[src/rtl/adder_pkg.sv]
// Shared types and elaboration helpers for the pipelined parallel-prefix adder.
package adder_pkg;

  // Generate/propagate pair carried through every prefix level.
  typedef struct packed {
    logic g;
    logic p;
  } gp_t;

  // Ceiling log2, usable in parameter expressions. clog2(1) = 0.
  function automatic int clog2(input int value);
    int r;
    r = 0;
    for (int i = 0; i < 31; i++) begin
      if ((1 << i) < value) r = i + 1;
    end
    return r;
  endfunction

  // Number of Ladner-Fischer prefix levels for a given operand width.
  function automatic int num_levels(input int width);
    return clog2(width);
  endfunction

  // Whether a pipeline register follows prefix level `level`. The input
  // register always exists, so pipe_stages-1 further registers are spread
  // evenly over the levels; the last level gets one first when few are asked for.
  function automatic logic reg_after(input int level, input int levels, input int pipe_stages);
    int r;
    r = pipe_stages - 1;
    return (((level + 1) * r) / levels) != ((level * r) / levels);
  endfunction

endpackage

[src/rtl/prefix_level.sv]
// One combinational Ladner-Fischer (minimum-depth) prefix level.
// Bit i with bit LEVEL of its index set merges with the top bit of the
// preceding 2^LEVEL block; all other bits pass through unchanged.
module prefix_level
  import adder_pkg::*;
#(
  parameter int WIDTH = 8,
  parameter int LEVEL = 0
) (
  input  gp_t [WIDTH-1:0] gp_in,
  output gp_t [WIDTH-1:0] gp_out
);

  for (genvar i = 0; i < WIDTH; i++) begin : g_bit
    if (((i >> LEVEL) & 1) == 1) begin : g_cell
      localparam int J = ((i >> LEVEL) << LEVEL) - 1;
      assign gp_out[i].g = gp_in[i].g | (gp_in[i].p & gp_in[J].g);
      assign gp_out[i].p = gp_in[i].p & gp_in[J].p;
    end else begin : g_pass
      assign gp_out[i] = gp_in[i];
    end
  end

endmodule

[src/rtl/pipelined_prefix_adder.sv]
// Pipelined Ladner-Fischer adder/subtractor with valid/ready flow control.
// Register 1 captures the effective operands; the remaining PIPE_STAGES-1
// registers sit after prefix levels as chosen by adder_pkg::reg_after.
// A single global enable stalls every stage when the output is held.
module pipelined_prefix_adder
  import adder_pkg::*;
#(
  parameter int WIDTH       = 8,
  parameter int PIPE_STAGES = 2
) (
  input  logic             clk,
  input  logic             rst_n,
  input  logic             in_valid,
  output logic             in_ready,
  input  logic [WIDTH-1:0] a,
  input  logic [WIDTH-1:0] b,
  input  logic             cin,
  input  logic             sub,
  output logic             out_valid,
  input  logic             out_ready,
  output logic [WIDTH-1:0] sum,
  output logic             cout,
  output logic             ovf
);

  localparam int LEVELS = num_levels(WIDTH);

  // Everything a beat needs downstream: running (g,p) prefixes, the raw
  // per-bit propagate for the final XOR, and the effective carry-in.
  typedef struct packed {
    logic              vld;
    gp_t [WIDTH-1:0]   gp;
    logic [WIDTH-1:0]  p;
    logic              cx;
  } beat_t;

  logic             en;
  logic             vld_d, vld_q;
  logic [WIDTH-1:0] a_d, a_q, bx_d, bx_q;
  logic             cx_d, cx_q;
  beat_t            base;
  beat_t            fin;
  logic [WIDTH-1:0] carry;
  logic             unused_gp_p;

  assign en       = !fin.vld | out_ready;
  assign in_ready = en;

  // Input register: capture effective operands (B and cin inverted for subtract).
  always_comb begin
    vld_d = vld_q;
    a_d   = a_q;
    bx_d  = bx_q;
    cx_d  = cx_q;
    if (en) begin
      vld_d = in_valid;
      a_d   = a;
      bx_d  = b ^ {WIDTH{sub}};
      cx_d  = cin ^ sub;
    end
  end

  // Input register state.
  always_ff @(posedge clk or negedge rst_n) begin
    if (!rst_n) begin
      vld_q <= 1'b0;
      a_q   <= '0;
      bx_q  <= '0;
      cx_q  <= 1'b0;
    end else begin
      vld_q <= vld_d;
      a_q   <= a_d;
      bx_q  <= bx_d;
      cx_q  <= cx_d;
    end
  end

  // Bit-level generate/propagate; carry-in is folded into bit 0's generate.
  always_comb begin
    base     = '0;
    base.vld = vld_q;
    base.p   = a_q ^ bx_q;
    base.cx  = cx_q;
    for (int i = 0; i < WIDTH; i++) begin
      base.gp[i].g = a_q[i] & bx_q[i];
      base.gp[i].p = a_q[i] ^ bx_q[i];
    end
    base.gp[0].g = (a_q[0] & bx_q[0]) | ((a_q[0] ^ bx_q[0]) & cx_q);
  end

  for (genvar l = 0; l < LEVELS; l++) begin : g_lvl
    beat_t           stg_in;
    beat_t           lvl_out;
    beat_t           stg_out;
    gp_t [WIDTH-1:0] gp_res;

    if (l == 0) begin : g_first
      assign stg_in = base;
    end else begin : g_next
      assign stg_in = g_lvl[l-1].stg_out;
    end

    prefix_level #(
      .WIDTH (WIDTH),
      .LEVEL (l)
    ) u_level (
      .gp_in  (stg_in.gp),
      .gp_out (gp_res)
    );

    // Replace the prefixes with this level's result; other fields ride along.
    always_comb begin
      lvl_out    = stg_in;
      lvl_out.gp = gp_res;
    end

    if (reg_after(l, LEVELS, PIPE_STAGES)) begin : g_reg
      beat_t stg_d, stg_q;

      // Advance only when the whole pipe is enabled.
      always_comb begin
        stg_d = stg_q;
        if (en) stg_d = lvl_out;
      end

      // Stage register after this level.
      always_ff @(posedge clk or negedge rst_n) begin
        if (!rst_n) stg_q <= '0;
        else        stg_q <= stg_d;
      end

      assign stg_out = stg_q;
    end else begin : g_comb
      assign stg_out = lvl_out;
    end
  end

  assign fin = g_lvl[LEVELS-1].stg_out;

  // Final XOR: carry into bit i is the group generate of bits i-1..0 (plus cin).
  always_comb begin
    carry    = '0;
    carry[0] = fin.cx;
    for (int i = 1; i < WIDTH; i++) begin
      carry[i] = fin.gp[i-1].g;
    end
  end

  assign out_valid = fin.vld;
  assign sum       = fin.p ^ carry;
  assign cout      = fin.gp[WIDTH-1].g;
  assign ovf       = carry[WIDTH-1] ^ fin.gp[WIDTH-1].g;

  // Group propagates of the last level have no consumer.
  always_comb begin
    unused_gp_p = 1'b0;
    for (int i = 0; i < WIDTH; i++) begin
      unused_gp_p = unused_gp_p ^ fin.gp[i].p;
    end
  end

endmodule

[config.mk]
export PLATFORM = sky130hd
export DESIGN_NAME = pipelined_prefix_adder
export DESIGN_NICKNAME = d
export VERILOG_FILES = /design/src/rtl/adder_pkg.sv /design/src/rtl/prefix_level.sv /design/src/rtl/pipelined_prefix_adder.sv
export SDC_FILE = /design/constraint.sdc
export NUM_CORES = 1
export LEC_CHECK = 0
export CAP_MARGIN = 25
export CELL_PAD_IN_SITES_DETAIL_PLACEMENT = 0
export CELL_PAD_IN_SITES_GLOBAL_PLACEMENT = 1
export CORE_AREA = 2 2 69 71
export CTS_BUF_LIST = sky130_fd_sc_hd__clkbuf_8
export DETAILED_ROUTE_END_ITERATION = 7
export DIE_AREA = 0 0 71 73
export HOLD_SLACK_MARGIN = 0.15
export PLACE_DENSITY_LB_ADDON = 0.05
export SLEW_MARGIN = 20
export SYNTH_ARGS = -nofsm -noshare
export SYNTH_HDL_FRONTEND = slang
export SYNTH_HIERARCHICAL = 1
export SYNTH_SLANG_ARGS = --single-unit
[constraint.sdc]
create_clock -name clk -period 5 [get_ports clk]
set_input_delay 0.75 -clock clk [delete_from_list [all_inputs] [get_ports clk]]
set_output_delay 0.75 -clock clk [all_outputs]
set_load 0.005 [all_outputs]
==> results.cfg, run 1 <==
[outcome]
outcome = complete, no violations

[sta]
worst_pin_slew_ns = 0.643
fin_tns_setup_ns = 0
grt_setup_unrepaired = no
slew_headroom = 0.571
min_period_ns = 3.12
worst_slack_ns = 1.88
period_share = 0.624
fmax_ghz = 0.321
hold_viol = 0
finalSetupViolCount = 0
drv_slew = 0
skew_ns = 0.00670

[job]
maxCapViolations = 0

[power_and_ir_drop]
powerDensity_nw_per_um2 = 455
leakage_nw = 1.16
p_sw_frac = 0.258
internal-power_mw = 0.784
seqPwrFrac = 0.396
power_frac_comb = 0.372
power.switching_mw = 0.273
irDropWorstVdd_mv = 0.236
pwr-share-clk = 0.231

[grt]
grt-busiest-layer = met2
antenna_found_initial = 0
grt.overflow.total = 0
gr-usage-all-layers = 0.135
grt_use_met2 = 0.193
grtUsageMet1 = 0.185
grt_max_degree = 38
grt_pass1_wl_um = 5330
grt_pass1_vias = 1122
grt_util_met3 = 0.0552

[setup_path]
timing.critical_path.to_type = output pin
start_kind = input port
worst_ep_arrival_time_ns = 2.37
crit_type = in2out
required_ns = 4.25
crit_fanout = 37

[logic_synthesis]
synthesis.area_um2 = 2010
syn-num-nets = 169
synth_warnings = 6
syn_avg_cell_area_um2 = 14.5
netlist_instances = 139

[route]
post-route-drc-count = 0
avgViaCountPerCell = 4.77
wire_per_inst_um = 13.9
first_pass_iters = 3
totalWireLength_um = 2960
antenna_left = 0
dr_total_vias = 1015
drt_iter0_markers = 49

[clock_network]
clkTransAtPathRegs_ns = 0.07
cts_hold_buf = 0
postCtsSetupRepairBufs = 0
clk_path_buf_depth = 2
cts_made_buffers = 5
root_buffer = clkbuf_8
ctsResizeCount = 0
cts_tree = built
clock-sinks = 36
htreeDepth = 2
insertion_delay_ns = 0.28

[die]
die-width_um = 71
ioPinCount = 34
die-area_um2 = 5180
fp-row-count = 25
die_y_um = 73
core-area_um2 = 4540
start_util = 0.444

[placement]
dpl_cell_area_um2 = 2220
place_ws_ns = 1.87
dp_hpwl_um = 2020
numPortBuffers = 33
gp_congestion = 0.759

[finish]
diodes = 0
area.growth.synth_to_final_pct = 15.3
fill_cells = 376
layout.nets = 188
final_cell_area_um2 = 2320
drive_above_1_share = 0.296

[hold_path]
holdCritPathClass = reg2reg
==> area by class of cell <==
type / instances / area, um2 / share of cell area
tap: 54 / 67.6 / 0.0291
multi-input combinational: 81 / 910 / 0.391
sequential: 36 / 901 / 0.388
clock buffer: 5 / 68.8 / 0.0296
timing repair buffer: 34 / 338 / 0.145
clock inverter: 3 / 38.8 / 0.0167
==> sequential cells by signal, summed over array words and instances (netlist names) <==
name and cells:
a_q 8, bx_q 8, carry 8, fin 8
cout 1, cx_q 1, out_valid 1, vld_q 1
==> placed cells by master, fill, tap and decap left out, types with 2 or more instances in the layout <==
master           count
a21o_1              13
and2_1               2
and2_2               3
clkbuf_8             5
clkdlybuf4s50_1     33
dfrtp_1             36
ha_1                 8
mux2_2               7
mux2_4              28
xor2_1              18
==> metrics by stage <==
step | utilization | total power [mW] | cells | hold slack [ns]
2_1_floorplan | - | 0.702 | 139 | 0.435
3_3_place_gp | 0.489 | 0.821 | 205 | 0.453
3_5_place_dp | 0.489 | 0.825 | 205 | 0.461
4_1_cts | 0.512 | 1.07 | 213 | 0.493
5_1_grt | 0.512 | 1.13 | 213 | 0.502
6_report | 0.512 | 1.06 | 213 | 0.488
==> power by group through the flow <==
stage	clock, mW	combinational [mW]	sequential [mW]
finish	0.245	0.394	0.419
floorplan	0	0.288	0.413
detailed placement	0	0.400	0.426
global placement	0	0.397	0.423
global route	0.265	0.432	0.431
CTS	0.252	0.402	0.421
==> worst paths after layout <==
path,startpoint,to,slack [ns],cells after the start
min in group asynchronous,rst_n,carry[2],0.89,2
min,vld_q,out_valid,0.49,1
max reg2reg,a_q[0],carry[7],3.14,6
min reg2reg,vld_q,out_valid,0.49,1
max in group asynchronous,rst_n,cout,3.79,2
max,out_ready,in_ready,1.88,3
==> worst max-delay path: stages <==
cell and delay, ns:
clkdlybuf4s50_1 0.45, nand2b_4 0.53, clkdlybuf4s50_1 0.63
==> per-layer routing <==
| metal | wire [um] | share of wire |
|---|---|---|
| met5 | 0 | 0 |
| met3 | 145 | 0.049 |
| met2 | 1260 | 0.42 |
| met1 | 1530 | 0.52 |
| met4 | 25 | 0.0084 |
Note: power is estimated with default switching activity, not from simulation.
==> run 2: changes to the inputs <==
Settings changed: CORE_AREA 2 2 69 71 to 2 2 75 77, DIE_AREA 0 0 71 73 to 0 0 77 79.
Clock period 5 ns to 2.6 ns, I/O delays scaled along.
==> results.cfg, run 2 (synthesis results as in run 1) <==
[die]
ioPinCount = 34
core-area_um2 = 5340
fp-row-count = 27
die_y_um = 79
die-width_um = 77
start_util = 0.377
die-area_um2 = 6080

[finish]
drive_above_1_share = 0.302
area.growth.synth_to_final_pct = 16.2
layout.nets = 188
fill_cells = 509
diodes = 0
final_common_cell = dfrtp_1
multi_input_area_um2 = 910
final_cell_mix = dfrtp_1, clkdlybuf4s50_1, mux2_4
regArea_um2 = 901
final_cell_area_um2 = 2340

[sta]
fmax_ghz = 0.494
skew_ns = 0.00819
worst_pin_slew_ns = 0.833
hold_viol = 0
min_period_ns = 2.03
grt_setup_unrepaired = no
drv_slew = 0
fin_tns_setup_ns = 0
slew_headroom = 0.445
finalSetupViolCount = 0
period_share = 0.779

[job]
maxCapViolations = 0

[hold_path]
holdCritPathClass = in2async

[route]
dr_total_vias = 1014
wire_per_inst_um = 14.0
first_pass_iters = 2
totalWireLength_um = 3230
avgViaCountPerCell = 4.39
drt_iter0_markers = 32
antenna_left = 0
post-route-drc-count = 0

[placement]
dpl_cell_area_um2 = 2230
numPortBuffers = 33
dp_hpwl_um = 2240
gp_congestion = 0.715

[grt]
antenna_found_initial = 0
grt_pass1_vias = 1092
grt_pass1_wl_um = 5550
grt_max_degree = 37
gr-usage-all-layers = 0.119
grt.overflow.total = 0

[power_and_ir_drop]
power_mw = 2.06
powerDensity_nw_per_um2 = 881
irDropWorstVdd_mv = 0.376
leakage_nw = 1.16

[setup_path]
cp_slowest_cell = clkdlybuf4s50_1
worst_ep_arrival_time_ns = 1.64
cp_top_family = buffers and inverters
cp_slowest_stage_delay_ns = 0.55
r2r-start = a_q[0]
path_buf_inv = 2
crit_path_start = out_ready
endpoint = in_ready
start_kind = input port
crit_type = in2out
crit_fanout = 13
crit_chain = clkdlybuf4s50_1 -> nand2b_4 -> clkdlybuf4s50_1
rr_worst_depth = 6
rrSetupSlack_ns = 0.68
cp_common_cell = clkdlybuf4s50_1
r2r-end = carry[6]
worst-path-stages = 3
timing.critical_path.to_type = output pin
required_ns = 2.21

[clock_network]
clock-sinks = 36
ctsResizeCount = 0
cts_made_buffers = 5
cts_tree = built
insertion_delay_ns = 0.29
root_buffer = clkbuf_8
htreeDepth = 2
postCtsSetupRepairBufs = 0
cts_hold_buf = 0
clkTransAtPathRegs_ns = 0.07
clk_path_buf_depth = 2

[outcome]
outcome = complete, no violations
-- run 2: worst register-to-register path: cells and delay by family (launching register included) --
family | cells | cell delay [ns]
compound gates | 4 | 0.80
flops | 1 | 0.39
fa+ha+maj | 1 | 0.32
mux | 1 | 0.26
-- run 2: worst min-delay path by stage --
stage	end	from	slack, ns	depth (start not counted)
floorplan	a_q[0]	rst_n	0.09	0
CTS	a_q[1]	rst_n	0.23	1
finish	carry[2]	rst_n	0.20	1
detailed placement	out_valid	vld_q	0.46	1
global route	carry[2]	rst_n	0.25	1
global placement	out_valid	vld_q	0.47	1
-- run 2: metal layers --
layer | up-vias | GRT usage | share of wire
li1 | 493 | - | -
met1 | 491 | 0.161 | 0.49
met2 | 25 | 0.174 | 0.44
met3 | 5 | 0.0420 | 0.054
met4 | 0 | 0.0482 | 0.018
met5 | - | 0 | 0
-- run 2: power by group --
part           leakage, nW  switching [mW]  internal (mW)
combinational        0.681           0.250          0.522
sequential           0.422           0.103          0.705
clock               0.0593           0.201          0.281
-- run 2: cell type report --
class,count,area share
Multi-Input combinational cell,81,0.389
Timing Repair Buffer,34,0.142
Sequential cell,36,0.385
Clock inverter,3,0.0166
Clock buffer,5,0.0294
Tap cell,72,0.0385
-- run 2: stage by stage --
step                      instances  utilization  worst slack, ns  hold slack [ns]
after floorplan                 139            -            0.904           0.0944
after detailed placement        223        0.418            0.535            0.458
after CTS                       231        0.439            0.561            0.226
final                           231        0.439            0.575            0.197
after global routing            231        0.439            0.511            0.252
after global placement          223        0.418            0.555            0.465
==> run 3: changes to the inputs <==
Settings changed: CORE_AREA 2 2 75 77 to 2 2 72 74, DIE_AREA 0 0 77 79 to 0 0 74 76.
Clock period 2.6 ns to 1.9 ns, I/O delays scaled along.
==> results.cfg, run 3 (synthesis results as in run 1) <==
[sta]
worst_pin_slew_ns = 0.457
slew_headroom = 0.695
skew_ns = 0.00425
grt_setup_unrepaired = no
min_period_ns = 1.82
drv_slew = 0
hold_viol = 0
fmax_ghz = 0.551
finalSetupViolCount = 0
worst_slack_ns = 0.0839
fin_tns_setup_ns = 0
period_share = 0.956

[die]
die_y_um = 76
ioPinCount = 34
die-width_um = 74
die-area_um2 = 5620
core-area_um2 = 4910
fp-row-count = 26
start_util = 0.410

[placement]
gp_congestion = 0.741
place_ws_ns = 0.0672
dp_hpwl_um = 2250
numPortBuffers = 33
place_inst = 223

[power_and_ir_drop]
irDropWorstVdd_mv = 0.611
power_frac_comb = 0.391
pwr-share-clk = 0.197
power.switching_mw = 0.736
powerDensity_nw_per_um2 = 1150
internal-power_mw = 1.98
leakage_nw = 1.17
p_sw_frac = 0.271
seqPwrFrac = 0.412

[outcome]
outcome = complete, no violations

[route]
first_pass_iters = 4
dr_total_vias = 1027
wire_per_inst_um = 13.8
avgViaCountPerCell = 4.45
drt_iter0_markers = 27
post-route-drc-count = 0
antenna_left = 0
totalWireLength_um = 3190

[grt]
gr-usage-all-layers = 0.133
grt.overflow.total = 0
grt_pass1_wl_um = 5750
grt_pass1_vias = 1202
antenna_found_initial = 0
grt_max_degree = 37

[clock_network]
insertion_delay_ns = 0.28
cts_hold_buf = 0
htreeDepth = 2
cts_made_buffers = 5
clkTransAtPathRegs_ns = 0.07
clk_path_buf_depth = 2
cts_tree = built
root_buffer = clkbuf_8
postCtsSetupRepairBufs = 0
clock-sinks = 36

[finish]
stdcell_count = 231
fill_cells = 448
final_common_cell = dfrtp_1
layout.nets = 190
diodes = 0
final_cell_mix = dfrtp_1, clkdlybuf4s50_1, mux2_4
area.growth.synth_to_final_pct = 17.5
drive_above_1_share = 0.304

[setup_path]
crit_fanout = 5
required_ns = 2.06
start_kind = register
worst_ep_arrival_time_ns = 1.98
timing.critical_path.to_type = register
crit_type = reg2reg

[hold_path]
holdCritPathClass = in2async

[job]
maxCapViolations = 0
run 3: changes by cell type in the layout (fill, tap and decap cells not counted), sizes merged:
cell           delta
buf               +1
bufinv            -1
clkbuf            +1
clkdlybuf4s50     +1
clkinv            -1
inv               +1
run 3: layer usage:
| metal | track usage | share of wire | up-vias |
|---|---|---|---|
| li1 | - | - | 500 |
| met1 | 0.178 | 0.48 | 500 |
| met2 | 0.200 | 0.46 | 25 |
| met3 | 0.0556 | 0.053 | 2 |
| met4 | 0.0345 | 0.0075 | 0 |
| met5 | 0 | 0 | - |
run 3: path summary, 6_finish.rpt:
path / start / endpoint / slack [ns] / cells past startpoint
setup / recovery: a_q[0] / carry[5] / 0.08 / 6
hold / removal: rst_n / bx_q[2] / 0.41 / 2
setup reg to reg: a_q[0] / carry[5] / 0.08 / 6
hold reg to reg: vld_q / out_valid / 0.48 / 1
max in group asynchronous: rst_n / fin[2] / 1.16 / 2
min in group clk: vld_q / out_valid / 0.48 / 1
run 3: final cells by class:
cell class / instances / area (um2) / area share
Sequential cell: 36 / 901 / 0.381
Multi-Input combinational cell: 81 / 922 / 0.390
Timing Repair Buffer: 36 / 365 / 0.154
Clock inverter: 2 / 7.51 / 0.00317
Clock buffer: 6 / 82.6 / 0.0349
Tap cell: 70 / 87.6 / 0.0370
run 3: critical path, cell delays in order (launching register included):
cell,delay [ns]
dfrtp_1,0.41
ha_4,0.25
a21o_1,0.17
a21o_1,0.20
a21o_1,0.25
a21o_1,0.17
mux2_2,0.25
run 3: power groups by stage:
stage,Clock (mW),Sequential [mW],Combinational (mW)
2_1_floorplan,0,1.09,0.759
3_3_place_gp,0,1.13,1.06
3_5_place_dp,0,1.13,1.07
4_1_cts,0.559,1.12,1.08
6_report,0.535,1.12,1.06
5_1_grt,0.594,1.15,1.17
run 3: what timing repair did:
| action | 4_1_cts | 5_1_grt |
|---|---|---|
| resized for setup | 0 | 1 |
| setup endpoints to repair | 0 | 4 |
| hold endpoints to repair | 0 | 0 |
run 3: stage by stage:
stage,cell area (um2),total power [mW],hold slack (ns),util
4_1_cts,2350,2.76,0.430,0.479
6_report,2370,2.71,0.411,0.482
5_1_grt,2370,2.92,0.449,0.482
3_3_place_gp,2260,2.19,0.453,0.461
3_5_place_dp,2260,2.20,0.460,0.461
2_1_floorplan,2010,1.85,-0.0106,-
==> RTL change (flow settings as in run 3) <==
Register the output `ovf`, cleared by the reset; this adds one clock of latency there. The other outputs are not delayed to match.
--- a/src/rtl/pipelined_prefix_adder.sv
+++ b/src/rtl/pipelined_prefix_adder.sv
@@ -151,3 +151,9 @@
   assign cout      = fin.gp[WIDTH-1].g;
-  assign ovf       = carry[WIDTH-1] ^ fin.gp[WIDTH-1].g;
+  always_ff @(posedge clk or negedge rst_n) begin
+    if (!rst_n) begin
+      ovf <= '0;
+    end else begin
+      ovf <= carry[WIDTH-1] ^ fin.gp[WIDTH-1].g;
+    end
+  end
 
Function: changed (Yosys sat finds a counterexample within 4 cycles, from zero or initial values and one cycle with rst_n low).
==> RTL change against run 3 <==
Worst setup slack gained 0.96 ps; wire length grew 2.2%; synthesized area grew 1.2%; power grew 1.2%; non-clock buffer count grew 5; sequential cell count grew 1; final area grew 1.9%; die area is the same; highest routed layer unchanged.
==> RTL change: results (changes against run 3) <==
later-pin clock latency in the skew report = 280 ps (about the same)
Worst Hold Class = flip-flop to flip-flop (was input port to asynchronous set/reset pin)
status = finished clean (unchanged)
DRT Pass-1 Iters = 3 (was 4)
metal2 WL = 1.56 mm (was 1.46 mm)
met3 routed WL = 142 microns (was 170 microns)
Syn Nets = 170 (was 169)
Post-Layout Cell Count = 237 (was 231)
drt wl/cell = 13.8 microns (about the same)
Metal-1 WL = 1.54 mm (about the same)
nets = 196 (was 190)
Post-CTS Resized = 0 (unchanged)
Slew @ Worst Pin = 476 ps (was 457 ps)
Leakage Power = 0.00120 uW (was 0.00117 uW)
1st-iter DRT viols = 34 (was 27)
Clock Skew = 6.33 ps (was 4.25 ps)
global-route wire length before repair = 5.76 mm (was 5.75 mm)
fraction of layout cells with a size suffix above 1 = 32.9% (was 30.4%)
DP Area = 2280 sq um (was 2260 sq um)
Worst IR Drop VDD = 0.506 mV (was 0.611 mV)
gr usage total = 13.3% (about the same)
detailed placement HPWL = 2.28 mm (was 2.25 mm)
vias in the first global route = 1161 (was 1202)
Syn Inst Count = 140 (was 139)
vias per cell = 4.51 (was 4.45)
routability congestion estimate = 0.714 (was 0.741)
## RTL change: final cells by class
type | count | area [sq um]
Clock buffer | 5 | 68.8
Clock inverter | 3 | 17.5
Fill cell | 468 | 2500
Multi-Input combinational cell | 81 | 910
Sequential cell | 37 | 926
Tap cell | 70 | 87.6
Timing Repair Buffer | 41 | 400
## RTL change: power by group
part / leakage, uW / total, uW / switching [uW] / internal, uW
logic: 0.000719 / 1060 / 329 / 736
clock network: 0.0000439 / 528 / 275 / 253
registers: 0.000434 / 1150 / 156 / 998
total: 0.00120 / 2750 / 760 / 1990
## RTL change: stage by stage
| stage | setup slack [ps] | TNS (ps) |
|---|---|---|
| floorplan | 204 | 0 |
| global placement | 127 | 0 |
| detailed placement | 78.2 | 0 |
| CTS | 59.8 | 0 |
| global route | -3.72 | -3.92 |
| finish | 84.8 | 0 |
## RTL change: path summary, 6_finish.rpt
kind                             start         to  slack, ps  cells past startpoint
worst min register to register   vld_q  out_valid        480                      1
worst max-delay path            a_q[0]       cout         80                      6
worst min-delay path             vld_q  out_valid        480                      1
max in group asynchronous        rst_n   carry[6]        980                      3
worst max register to register  a_q[0]       cout         80                      6
min in group asynchronous        rst_n    bx_q[1]        590                      3
## RTL change: critical path, stage by stage, from the launching register on
cell	delay, ps
dfrtp_1	390
ha_1	310
a21o_1	180
a21o_1	180
a21o_1	220
a21o_1	170
mux2_2	260
## RTL change: layer usage
| metal | vias up | global-route usage, % |
|---|---|---|
| met5 | - | 0 |
| met4 | 0 | 4.36 |
| met3 | 2 | 3.84 |
| met2 | 22 | 19.8 |
| met1 | 539 | 18.5 |
| li1 | 506 | - |
## RTL change: timing repair
item                                    in CTS  in global routing
setup buffers                                0                  4
hold buffers                                 1                  0
endpoints found under the setup margin       0                  4
hold endpoints to repair                    37                  0
